[src/rtl/alu_decode_pkg.sv]
// Shared types for the ALU decode stage: ALU control codes, RV32I opcodes,
// the decoded bundle carried through the skid buffer, and the buffer state.
package alu_decode_pkg;

  localparam int XLEN = 32;

  // ALU control codes understood by the execute-stage ALU
  typedef enum logic [4:0] {
    IADD = 5'd0,
    ISUB = 5'd1,
    IAND = 5'd2,
    IOR  = 5'd3,
    IXOR = 5'd4,
    ILT  = 5'd5,
    ILTU = 5'd6,
    IGE  = 5'd7,
    IGEU = 5'd8,
    IPAS = 5'd9,
    IEQ  = 5'd10,
    INE  = 5'd11
  } alu_op_e;

  // RV32I major opcodes (instr[6:0])
  localparam logic [6:0] OPC_OP     = 7'b0110011;
  localparam logic [6:0] OPC_OP_IMM = 7'b0010011;
  localparam logic [6:0] OPC_LUI    = 7'b0110111;
  localparam logic [6:0] OPC_AUIPC  = 7'b0010111;
  localparam logic [6:0] OPC_BRANCH = 7'b1100011;
  localparam logic [6:0] OPC_LOAD   = 7'b0000011;
  localparam logic [6:0] OPC_STORE  = 7'b0100011;
  localparam logic [6:0] OPC_JAL    = 7'b1101111;
  localparam logic [6:0] OPC_JALR   = 7'b1100111;

  // Decoded instruction bundle
  typedef struct packed {
    alu_op_e          alu_op;
    logic             sel_a_pc;
    logic             sel_b_imm;
    logic [XLEN-1:0]  imm;
    logic [4:0]       rs1;
    logic [4:0]       rs2;
    logic [4:0]       rd;
    logic             rd_we;
    logic             is_branch;
    logic             is_jump;
    logic             is_load;
    logic             is_store;
    logic             illegal;
  } dec_t;

  // Skid-buffer occupancy, encoded as {skid_valid, main_valid}
  typedef enum logic [1:0] {
    ST_EMPTY = 2'b00,
    ST_ONE   = 2'b01,
    ST_FULL  = 2'b11
  } state_e;

endpackage

[src/rtl/alu_decode_comb.sv]
// Purely combinational RV32I instruction word -> decoded ALU bundle.
module alu_decode_comb
  import alu_decode_pkg::*;
(
  input  logic [31:0] instr,
  output dec_t        dec
);

  logic [6:0]  opcode;
  logic [2:0]  f3;
  logic [6:0]  f7;
  logic [31:0] imm_i;
  logic [31:0] imm_s;
  logic [31:0] imm_b;
  logic [31:0] imm_u;
  logic [31:0] imm_j;

  assign opcode = instr[6:0];
  assign f3     = instr[14:12];
  assign f7     = instr[31:25];
  assign imm_i  = {{20{instr[31]}}, instr[31:20]};
  assign imm_s  = {{20{instr[31]}}, instr[31:25], instr[11:7]};
  assign imm_b  = {{19{instr[31]}}, instr[31], instr[7], instr[30:25], instr[11:8], 1'b0};
  assign imm_u  = {instr[31:12], 12'b0};
  assign imm_j  = {{11{instr[31]}}, instr[31], instr[19:12], instr[20], instr[30:21], 1'b0};

  // Opcode/funct decode; anything this ALU cannot execute collapses to a clean illegal bundle
  always_comb begin
    logic legal;
    legal         = 1'b1;
    dec           = '0;
    dec.alu_op    = IADD;
    dec.rs1       = instr[19:15];
    dec.rs2       = instr[24:20];
    dec.rd        = instr[11:7];
    // every listed opcode ends in 2'b11, so compressed encodings fall to default
    case (opcode)
      OPC_OP_IMM: begin
        dec.imm       = imm_i;
        dec.sel_b_imm = 1'b1;
        dec.rd_we     = 1'b1;
        case (f3)
          3'b000:  dec.alu_op = IADD;
          3'b010:  dec.alu_op = ILT;
          3'b011:  dec.alu_op = ILTU;
          3'b100:  dec.alu_op = IXOR;
          3'b110:  dec.alu_op = IOR;
          3'b111:  dec.alu_op = IAND;
          default: legal = 1'b0;  // shifts: no shifter in the ALU
        endcase
      end
      OPC_OP: begin
        dec.rd_we = 1'b1;
        if (f7 == 7'b0000000) begin
          case (f3)
            3'b000:  dec.alu_op = IADD;
            3'b010:  dec.alu_op = ILT;
            3'b011:  dec.alu_op = ILTU;
            3'b100:  dec.alu_op = IXOR;
            3'b110:  dec.alu_op = IOR;
            3'b111:  dec.alu_op = IAND;
            default: legal = 1'b0;
          endcase
        end else if (f7 == 7'b0100000 && f3 == 3'b000) begin
          dec.alu_op = ISUB;
        end else begin
          legal = 1'b0;
        end
      end
      OPC_LUI: begin
        dec.alu_op    = IPAS;
        dec.imm       = imm_u;
        dec.sel_b_imm = 1'b1;
        dec.rd_we     = 1'b1;
      end
      OPC_AUIPC: begin
        dec.imm       = imm_u;
        dec.sel_a_pc  = 1'b1;
        dec.sel_b_imm = 1'b1;
        dec.rd_we     = 1'b1;
      end
      OPC_BRANCH: begin
        dec.imm       = imm_b;
        dec.is_branch = 1'b1;
        case (f3)
          3'b000:  dec.alu_op = IEQ;
          3'b001:  dec.alu_op = INE;
          3'b100:  dec.alu_op = ILT;
          3'b101:  dec.alu_op = IGE;
          3'b110:  dec.alu_op = ILTU;
          3'b111:  dec.alu_op = IGEU;
          default: legal = 1'b0;
        endcase
      end
      OPC_LOAD: begin
        dec.imm       = imm_i;
        dec.sel_b_imm = 1'b1;
        dec.is_load   = 1'b1;
        dec.rd_we     = 1'b1;
      end
      OPC_STORE: begin
        dec.imm       = imm_s;
        dec.sel_b_imm = 1'b1;
        dec.is_store  = 1'b1;
      end
      OPC_JAL: begin
        dec.imm       = imm_j;
        dec.sel_a_pc  = 1'b1;
        dec.sel_b_imm = 1'b1;
        dec.is_jump   = 1'b1;
        dec.rd_we     = 1'b1;
      end
      OPC_JALR: begin
        dec.imm       = imm_i;
        dec.sel_b_imm = 1'b1;
        dec.is_jump   = 1'b1;
        dec.rd_we     = 1'b1;
        if (f3 != 3'b000) legal = 1'b0;
      end
      default: legal = 1'b0;
    endcase

    if (!legal) begin
      dec.alu_op    = IADD;
      dec.imm       = '0;
      dec.sel_a_pc  = 1'b0;
      dec.sel_b_imm = 1'b0;
      dec.rd_we     = 1'b0;
      dec.is_branch = 1'b0;
      dec.is_jump   = 1'b0;
      dec.is_load   = 1'b0;
      dec.is_store  = 1'b0;
      dec.illegal   = 1'b1;
    end
    // x0 is never written
    if (dec.rd == 5'd0) dec.rd_we = 1'b0;
  end

endmodule

[src/rtl/alu_decode_stage.sv]
// Decode stage between fetch and the ALU operand muxes: decodes each accepted
// word and presents it registered through a 2-entry skid buffer.
//
// Handshake: a word moves in when in_valid & in_ready, and out when
// out_valid & out_ready. in_ready depends only on registered state (no
// combinational path from out_ready); out_valid and all payload outputs are
// held stable while out_valid=1 and out_ready=0.
module alu_decode_stage
  import alu_decode_pkg::*;
#(
  parameter int XLEN_P = XLEN
) (
  input  logic              clk,
  input  logic              rst,
  input  logic              flush,
  input  logic              in_valid,
  output logic              in_ready,
  input  logic [31:0]       instr,
  input  logic [XLEN_P-1:0] pc,
  output logic              out_valid,
  input  logic              out_ready,
  output logic [XLEN_P-1:0] out_pc,
  output logic [4:0]        alu_op,
  output logic              sel_a_pc,
  output logic              sel_b_imm,
  output logic [XLEN_P-1:0] imm,
  output logic [4:0]        rs1,
  output logic [4:0]        rs2,
  output logic [4:0]        rd,
  output logic              rd_we,
  output logic              is_branch,
  output logic              is_jump,
  output logic              is_load,
  output logic              is_store,
  output logic              illegal
);

  state_e            state_q;
  state_e            state_d;
  dec_t              dec_in;
  dec_t              main_q;
  dec_t              skid_q;
  logic [XLEN_P-1:0] main_pc_q;
  logic [XLEN_P-1:0] skid_pc_q;
  logic              in_xfer;
  logic              out_xfer;
  logic              load_main_in;
  logic              load_main_skid;
  logic              load_skid;

  alu_decode_comb u_dec (
    .instr (instr),
    .dec   (dec_in)
  );

  assign in_ready  = (state_q != ST_FULL);
  assign out_valid = (state_q != ST_EMPTY);
  assign in_xfer   = in_valid & in_ready;
  assign out_xfer  = out_valid & out_ready;

  // Next occupancy and which register loads from where; flush overrides all
  always_comb begin
    state_d        = state_q;
    load_main_in   = 1'b0;
    load_main_skid = 1'b0;
    load_skid      = 1'b0;
    case (state_q)
      ST_EMPTY: begin
        if (in_xfer) begin
          load_main_in = 1'b1;
          state_d      = ST_ONE;
        end
      end
      ST_ONE: begin
        if (in_xfer && out_xfer) begin
          load_main_in = 1'b1;
        end else if (in_xfer) begin
          load_skid = 1'b1;
          state_d   = ST_FULL;
        end else if (out_xfer) begin
          state_d = ST_EMPTY;
        end
      end
      ST_FULL: begin
        if (out_xfer) begin
          load_main_skid = 1'b1;
          state_d        = ST_ONE;
        end
      end
      default: state_d = ST_EMPTY;
    endcase
    if (flush) begin
      state_d        = ST_EMPTY;
      load_main_in   = 1'b0;
      load_main_skid = 1'b0;
      load_skid      = 1'b0;
    end
  end

  // State and payload registers; reset clears payload so alu_op reads IADD
  always_ff @(posedge clk) begin
    if (rst) begin
      state_q   <= ST_EMPTY;
      main_q    <= '0;
      skid_q    <= '0;
      main_pc_q <= '0;
      skid_pc_q <= '0;
    end else begin
      state_q <= state_d;
      if (load_main_in) begin
        main_q    <= dec_in;
        main_pc_q <= pc;
      end else if (load_main_skid) begin
        main_q    <= skid_q;
        main_pc_q <= skid_pc_q;
      end
      if (load_skid) begin
        skid_q    <= dec_in;
        skid_pc_q <= pc;
      end
    end
  end

  assign out_pc    = main_pc_q;
  assign alu_op    = main_q.alu_op;
  assign sel_a_pc  = main_q.sel_a_pc;
  assign sel_b_imm = main_q.sel_b_imm;
  assign imm       = main_q.imm;
  assign rs1       = main_q.rs1;
  assign rs2       = main_q.rs2;
  assign rd        = main_q.rd;
  assign rd_we     = main_q.rd_we;
  assign is_branch = main_q.is_branch;
  assign is_jump   = main_q.is_jump;
  assign is_load   = main_q.is_load;
  assign is_store  = main_q.is_store;
  assign illegal   = main_q.illegal;

endmodule

[config.mk]
export PLATFORM = sky130hd
export DESIGN_NAME = alu_decode_stage
export DESIGN_NICKNAME = d
export VERILOG_FILES = /design/src/rtl/alu_decode_pkg.sv /design/src/rtl/alu_decode_comb.sv /design/src/rtl/alu_decode_stage.sv
export SDC_FILE = /design/constraint.sdc
export NUM_CORES = 1
export LEC_CHECK = 0
export ABC_CLOCK_PERIOD_IN_PS = 4400
export BUFFER_PORTS_ARGS = -buffer_cell sky130_fd_sc_hd__buf_4
export CAP_MARGIN = 10
export CORE_ASPECT_RATIO = 1.5
export CORE_MARGIN = 10
export CORE_UTILIZATION = 50
export CTS_CLUSTER_DIAMETER = 200
export DETAILED_ROUTE_END_ITERATION = 8
export PLACE_DENSITY = 0.74
export SLEW_MARGIN = 20
export SYNTH_ARGS = -nofsm -noshare
export SYNTH_HDL_FRONTEND = slang
export SYNTH_SLANG_ARGS = --single-unit
[constraint.sdc]
create_clock -name clk -period 4.4 [get_ports clk]
set_input_delay 0.22 -clock clk [delete_from_list [all_inputs] [get_ports clk]]
set_output_delay 0.22 -clock clk [all_outputs]
set_load 0.02 [all_outputs]
==> impl_metrics.tcl, run 1 <==
set metrics [dict create \
    wl_per_cell_um 17.2 \
    max-cap-violations 0 \
    synth-seq-cells 184 \
    die-area_mm2 0.0208 \
    min_path_type "in -> reg" \
    io_pins 163 \
    wirelength_mm 21.0 \
    cts_num_sinks 184 \
    place_congestion 0.911 \
    drive_above_1_share_pct 24.2 \
    postRouteAntennaNets 0 \
    critical_path_class "reg -> reg" \
    ys_warn_count 0 \
    numCtsBuffers 17 \
    path_clk_slew_ns 0.08 \
    finalMaxSlewViolations 0 \
    syn_area_mm2 0.00767 \
    die_width_um 121 \
    cts_resized 0 \
    grt_max_degree 95 \
    p_leak_nw 3.44 \
    viasPerCell 5.55 \
    grt_antenna_before_repair 0 \
    clock_path_buffers 2 \
    period_minus_slack_ns 2.46 \
    rsz0062_at_grt "no" \
    power_frac_seq_pct 48.4 \
    max_slew_margin_pct 33.6 \
    ys.flop_type "dfxtp_1" \
    p_per_area_mw_per_mm2 373 \
    die_h_um 172 \
    final_cells 1223 \
    pwr-share-clk_pct 42.4 \
    synth_nets 967 \
    synth_edf_count 0 \
    switchingPower_mw 0.946 \
    place_ws_ns 1.93 \
    grt_pass1_wl_mm 33.6 \
    netSwitchingFraction_pct 26.7 \
    vdd_ir_drop_max_uv 210 \
    nets 1084 \
    tightest_slew_ns 0.993 \
    start_util_pct 50.9 \
    syn_to_final_growth_pct 24.1 \
    fp-row-count 55 \
    crit_required_ns 4.69 \
    synth_largest_area_cell "dfxtp_1" \
    core_mm2 0.0151 \
    totalPowerFinal_mw 3.55 \
    cts_tree "yes" \
    status "complete, no violations" \
    worst_slack_ns 1.94 \
    cp-end-kind "flop" \
    ff_latch_area_mm2 0.00368 \
    ys_async_sr_fraction_pct 0 \
    yosys-top-cells-area "dfxtp_1, nand2_1, a21oi_1" \
    pwr-share-comb_pct 9.2 \
    startpoint_type "flop" \
    grt_pass1_vias 6591 \
    root_buffer "clkbuf_16" \
    h-tree-depth 4 \
    n_antenna_cell 0 \
    fill_cells 1317 \
    drc 0 \
    port_buffers 161 \
    fin_skew_ns 0.0119 \
    crit_path_max_fanout 35 \
    dp_hpwl_mm 14.0 \
    firstDrtPassIters 5 \
    insertion_delay_ns 0.43 \
    ys_types 56 \
    drtIter0Drc 721 \
    multiInputGateArea_mm2 0.00366 \
    overflow 0 \
    yosys.area.top_type_share_pct 48.0 \
    tns_ns 0 \
    min_period_over_period_pct 55.8 \
    ctsHoldBuffers 0 \
    fmax_mhz 407 \
    setup_viol 0 \
    hold_viol_final 0 \
    arrival_ns 2.74 \
    synth_seq_area_share_pct 48.0 \
    avgSynthCellArea_um2 8.58 \
    syn_inst 894 \
    internal_power_mw 2.60 \
    via_count 6793 \
    postCtsSetupRepairBufs 0 \
    grt_use_total_pct 19.7 \
    place_inst 1190 \
]
final timing paths:
kind                   start           end  slack [ns]  cells after the start
setup reg to reg  state_q[0]    skid_q[30]        1.94                      8
hold reg to reg   skid_q[17]    skid_q[17]        0.46                      2
setup / recovery  state_q[0]    skid_q[30]        1.94                      8
hold / removal         pc[6]  skid_pc_q[6]        0.04                      3
critical path, cell delays in order (launching register included):
cell and delay (ns):
dfxtp_1 0.39, inv_1 0.09, ha_1 0.28, nor2b_2 0.25, or3_2 0.23, nor2_1 0.08, a221oi_4 0.27, buf_4 0.52
o21ai_0 0.19
cell usage in the layout, fill, tap and decap left out, types with 5 or more instances in the layout:
master     netlist  routed
a211oi_1         9       9
a21oi_1        130     130
a22oi_1         52      52
buf_4            1     168
clkbuf_16        0      17
dfxtp_1        184     184
inv_1            9       9
inv_8            0       5
mux2i_1         44      44
nand2_1        208     208
nand2b_1         6       6
nand3_1          5       5
nor2_1          24      22
nor3_1          10       9
o21ai_0         11      11
o21ai_2         30      30
o22ai_1         34      34
metal layers:
layer	routed length (µm)	global-route usage, %	up-vias
met4	512	7.70	0
met1	8840	23.6	3156
li1	-	-	3382
met5	0	0	-
met2	10300	32.8	222
met3	1340	5.12	33
cells in the mapped netlist (5+ instances only):
master    count
o21ai_0      11
mux2i_1      44
o21ai_2      30
a21oi_1     130
nand3_1       5
buf_2        26
a22oi_1      52
a211oi_1      9
dfxtp_1     184
nand2_1     208
clkbuf_1     39
nand2b_1      6
nor3_1       10
inv_1         9
nor2_1       24
o22ai_1      34
sequential cells by signal, indices dropped and copies added, names as in the netlist:
name       count
is_load        1
skid_pc_q     32
is_jump        1
is_branch      1
state_q        2
sel_b_imm      1
sel_a_pc       1
rs1            5
rs2            5
rd_we          1
imm           32
out_pc        32
rd             5
alu_op         4
illegal        1
is_store       1
skid_q        59
cell families (layout without fill, tap and decap cells):
family                     count (synthesis)  count (layout)  share of synthesized area, %
DFF                                      184             184                          48.0
adders and majority gates                  4               4                         0.652
muxes                                     44              44                          5.74
other                                      1               1                        0.0489
buffers and inverters                     81             211                          4.73
and+or+nand+nor                          290             290                          16.7
AOI/OAI and AO/OA                        290             290                          24.2
layout make-up:
type | instances | area share [%]
clock buffers | 18 | 4.61
clock inverters | 14 | 1.56
inverters | 9 | 0.355
multi-input cells | 629 | 38.5
flip-flops and latches | 184 | 38.7
well taps | 199 | 2.62
repair buffers | 170 | 13.7
power by group through the flow:
stage	sequential (mW)	clock, mW	combinational, mW
floorplan	1.79	0	0.145
global placement	1.76	0	0.321
detailed placement	1.76	0	0.323
CTS	1.72	1.53	0.324
global route	1.72	1.60	0.354
finish	1.72	1.50	0.325
per-stage QoR:
step                util, %  cell area (µm²)  hold WS, ns
finish                 63.2             9520       0.0427
global route           63.2             9520       0.0414
CTS                    63.0             9500       0.0304
global placement       59.1             8910        0.435
floorplan                 -             7670        0.356
detailed placement     59.1             8910        0.442
Power figures use the tool's default switching activity.
==> inputs of run 2 (changes only) <==
- ABC_CLOCK_PERIOD_IN_PS: 4400 -> 2200
- CORE_UTILIZATION: 50 -> 49
- PLACE_DENSITY: 0.74 -> 0.76
- clock period: 4.4 -> 2.2 ns (I/O delays scaled with it)
==> run 2 against run 1 <==
Effect of this change:
- design area increased by 8.5%
- register-to-register slack got worse by 1.8 ns
- hold slack got worse by 0.0024 ns
- clock power grew 97%
- sequential cell count unchanged
- clock skew fell by 0.0034 ns
- count of clock-buffer cells in the layout is the same
- routed wire length increased by 8.9%
- global-route usage increased by 1.2 points
- non-clock buffer count up 75
- sequential power rose by 99%
==> impl_metrics.tcl, run 2 (synthesis results as in run 1) <==
set metrics [dict create \
    place_ws_ns 0.116 \
    wirelength_mm 22.9 \
    root_buffer "clkbuf_16" \
    cp_common_cell "buf_12" \
    finalMaxSlewViolations 0 \
    grt_pass1_wl_mm 36.6 \
    period_minus_slack_ns 2.09 \
    hold_viol_final 0 \
    multiInputGateArea_mm2 0.00367 \
    ff_latch_area_mm2 0.00368 \
    die_h_um 173 \
    max_slew_margin_pct 63.0 \
    tightest_slew_ns 0.555 \
    final_cells 1301 \
    reg2reg_depth 8 \
    tns_ns 0 \
    die-area_mm2 0.0212 \
    start_util_pct 49.5 \
    final_common_cell "nand2_1" \
    largest_register "skid_q" \
    r2r_start "state_q[0]" \
    syn_to_final_growth_pct 34.6 \
    crit_path_max_incr_delay_ns 0.39 \
    drtIter0Drc 665 \
    viasPerCell 5.53 \
    max-cap-violations 0 \
    startpoint_type "flop" \
    p_leak_nw 3.81 \
    h-tree-depth 4 \
    p_per_area_mw_per_mm2 692 \
    ff2ff_setup_slack_ns 0.11 \
    firstDrtPassIters 5 \
    clock_path_buffers 2 \
    status "complete, no violations" \
    n_antenna_cell 0 \
    grt_use_total_pct 20.9 \
    slowest_stage "nor4_4" \
    fmax_mhz 478 \
    crit_cells 8 \
    fin_skew_ns 0.00857 \
    fp-row-count 56 \
    largest_reg_flops 59 \
    crit_start "state_q[0]" \
    rsz0062_at_grt "no" \
    port_buffers 161 \
    whs_ns 0.0403 \
    place_inst 1216 \
    setup_viol 0 \
    path_clk_slew_ns 0.08 \
    min_path_type "in -> reg" \
    via_count 7198 \
    crit_path_max_fanout 15 \
    vdd_ir_drop_max_uv 445 \
    dp_hpwl_mm 15.4 \
    path_delay_family "buffers and inverters" \
    layout_common_cells "nand2_1, dfxtp_1, buf_4" \
    drc 0 \
    drive_above_1_share_pct 24.5 \
    core_mm2 0.0155 \
    crit_required_ns 2.51 \
    critical_path_class "reg -> reg" \
    overflow 0 \
    postRouteAntennaNets 0 \
    io_pins 163 \
    grt_max_degree 59 \
    min_period_over_period_pct 95.0 \
    fill_cells 1279 \
    place_congestion 0.912 \
    grt_pass1_vias 6904 \
    cts_tree "yes" \
    die_width_um 122 \
    path_buf_inv 4 \
    nets 1159 \
    cts_num_sinks 184 \
    cp-end-kind "flop" \
    hold_depth 2 \
    reg2reg_to "imm[9]" \
    arrival_ns 2.40 \
    worst_slack_ns 0.109 \
    numCtsBuffers 17 \
    crit_chain "inv_1 -> ha_1 -> buf_4 -> nor4_4 -> buf_12 -> buf_12 -> mux2i_1 -> o22ai_1" \
    crit_path_end "imm[9]" \
    insertion_delay_ns 0.42 \
    grt_antenna_before_repair 0 \
    wl_per_cell_um 17.6 \
    postCtsSetupRepairBufs 0 \
]
-- run 2: cell types whose count changed in the layout (fill, tap and decap cells not counted) --
cell / previous run / this run
clkinv_2: 0 / 1
buf_12: 2 / 11
or3_4: 0 / 1
buf_4: 168 / 180
nor4_1: 4 / 3
nor4_2: 0 / 1
inv_8: 5 / 4
inv_6: 4 / 3
or3_2: 1 / 0
dlygate4sd3_1: 0 / 54
nor2_4: 2 / 1
nor2_2: 0 / 1
-- run 2: routing by layer --
metal / GRT usage, % / wire [µm] / up-vias
met5: 0 / 0 / -
met4: 8.03 / 684 / 0
met3: 5.84 / 1620 / 48
met2: 34.9 / 11500 / 251
met1: 24.6 / 9030 / 3372
li1: - / - / 3527
-- run 2: layout make-up --
| type | instances | share of cell area [%] |
|---|---|---|
| Clock buffer | 18 | 4.25 |
| Sequential cell | 184 | 35.7 |
| Timing Repair Buffer | 245 | 20.5 |
| Tap cell | 203 | 2.46 |
| Multi-Input combinational cell | 629 | 35.5 |
| Clock inverter | 13 | 1.30 |
| Inverter | 9 | 0.327 |
-- run 2: worst min-delay path by stage --
stage / end / from
floorplan: skid_pc_q[0] / pc[0]
global placement: skid_pc_q[8] / pc[8]
detailed placement: skid_pc_q[29] / pc[29]
CTS: skid_q[56] / rst
global route: skid_q[56] / rst
finish: skid_q[56] / rst
-- run 2: timing repair --
item,4_1_cts,5_1_grt
resized for setup,0,2
hold buffers,54,0
hold endpoints to repair,95,0
endpoints found under the setup margin,0,22
-- run 2: stage by stage --
stage / area, µm² / total power [mW] / util (%)
floorplan: 7670 / 3.86 / -
global placement: 9200 / 4.18 / 59.4
detailed placement: 9200 / 4.19 / 59.4
CTS: 10300 / 7.19 / 66.6
global route: 10300 / 7.41 / 66.7
finish: 10300 / 7.15 / 66.7
-- run 2: where the power goes --
part | internal, mW | total [mW] | leakage, nW | switching [mW]
clock network | 1.53 | 2.95 | 0.281 | 1.42
registers | 3.40 | 3.43 | 1.49 | 0.0373
logic | 0.335 | 0.762 | 2.04 | 0.427
total | 5.26 | 7.15 | 3.81 | 1.88
-- run 2: worst reg2reg max path, stage by stage (launching register included) --
cell and delay [ns]:
dfxtp_1 0.38, inv_1 0.08, ha_1 0.22, buf_4 0.16
nor4_4 0.39, buf_12 0.23, buf_12 0.18, mux2i_1 0.22
o22ai_1 0.12
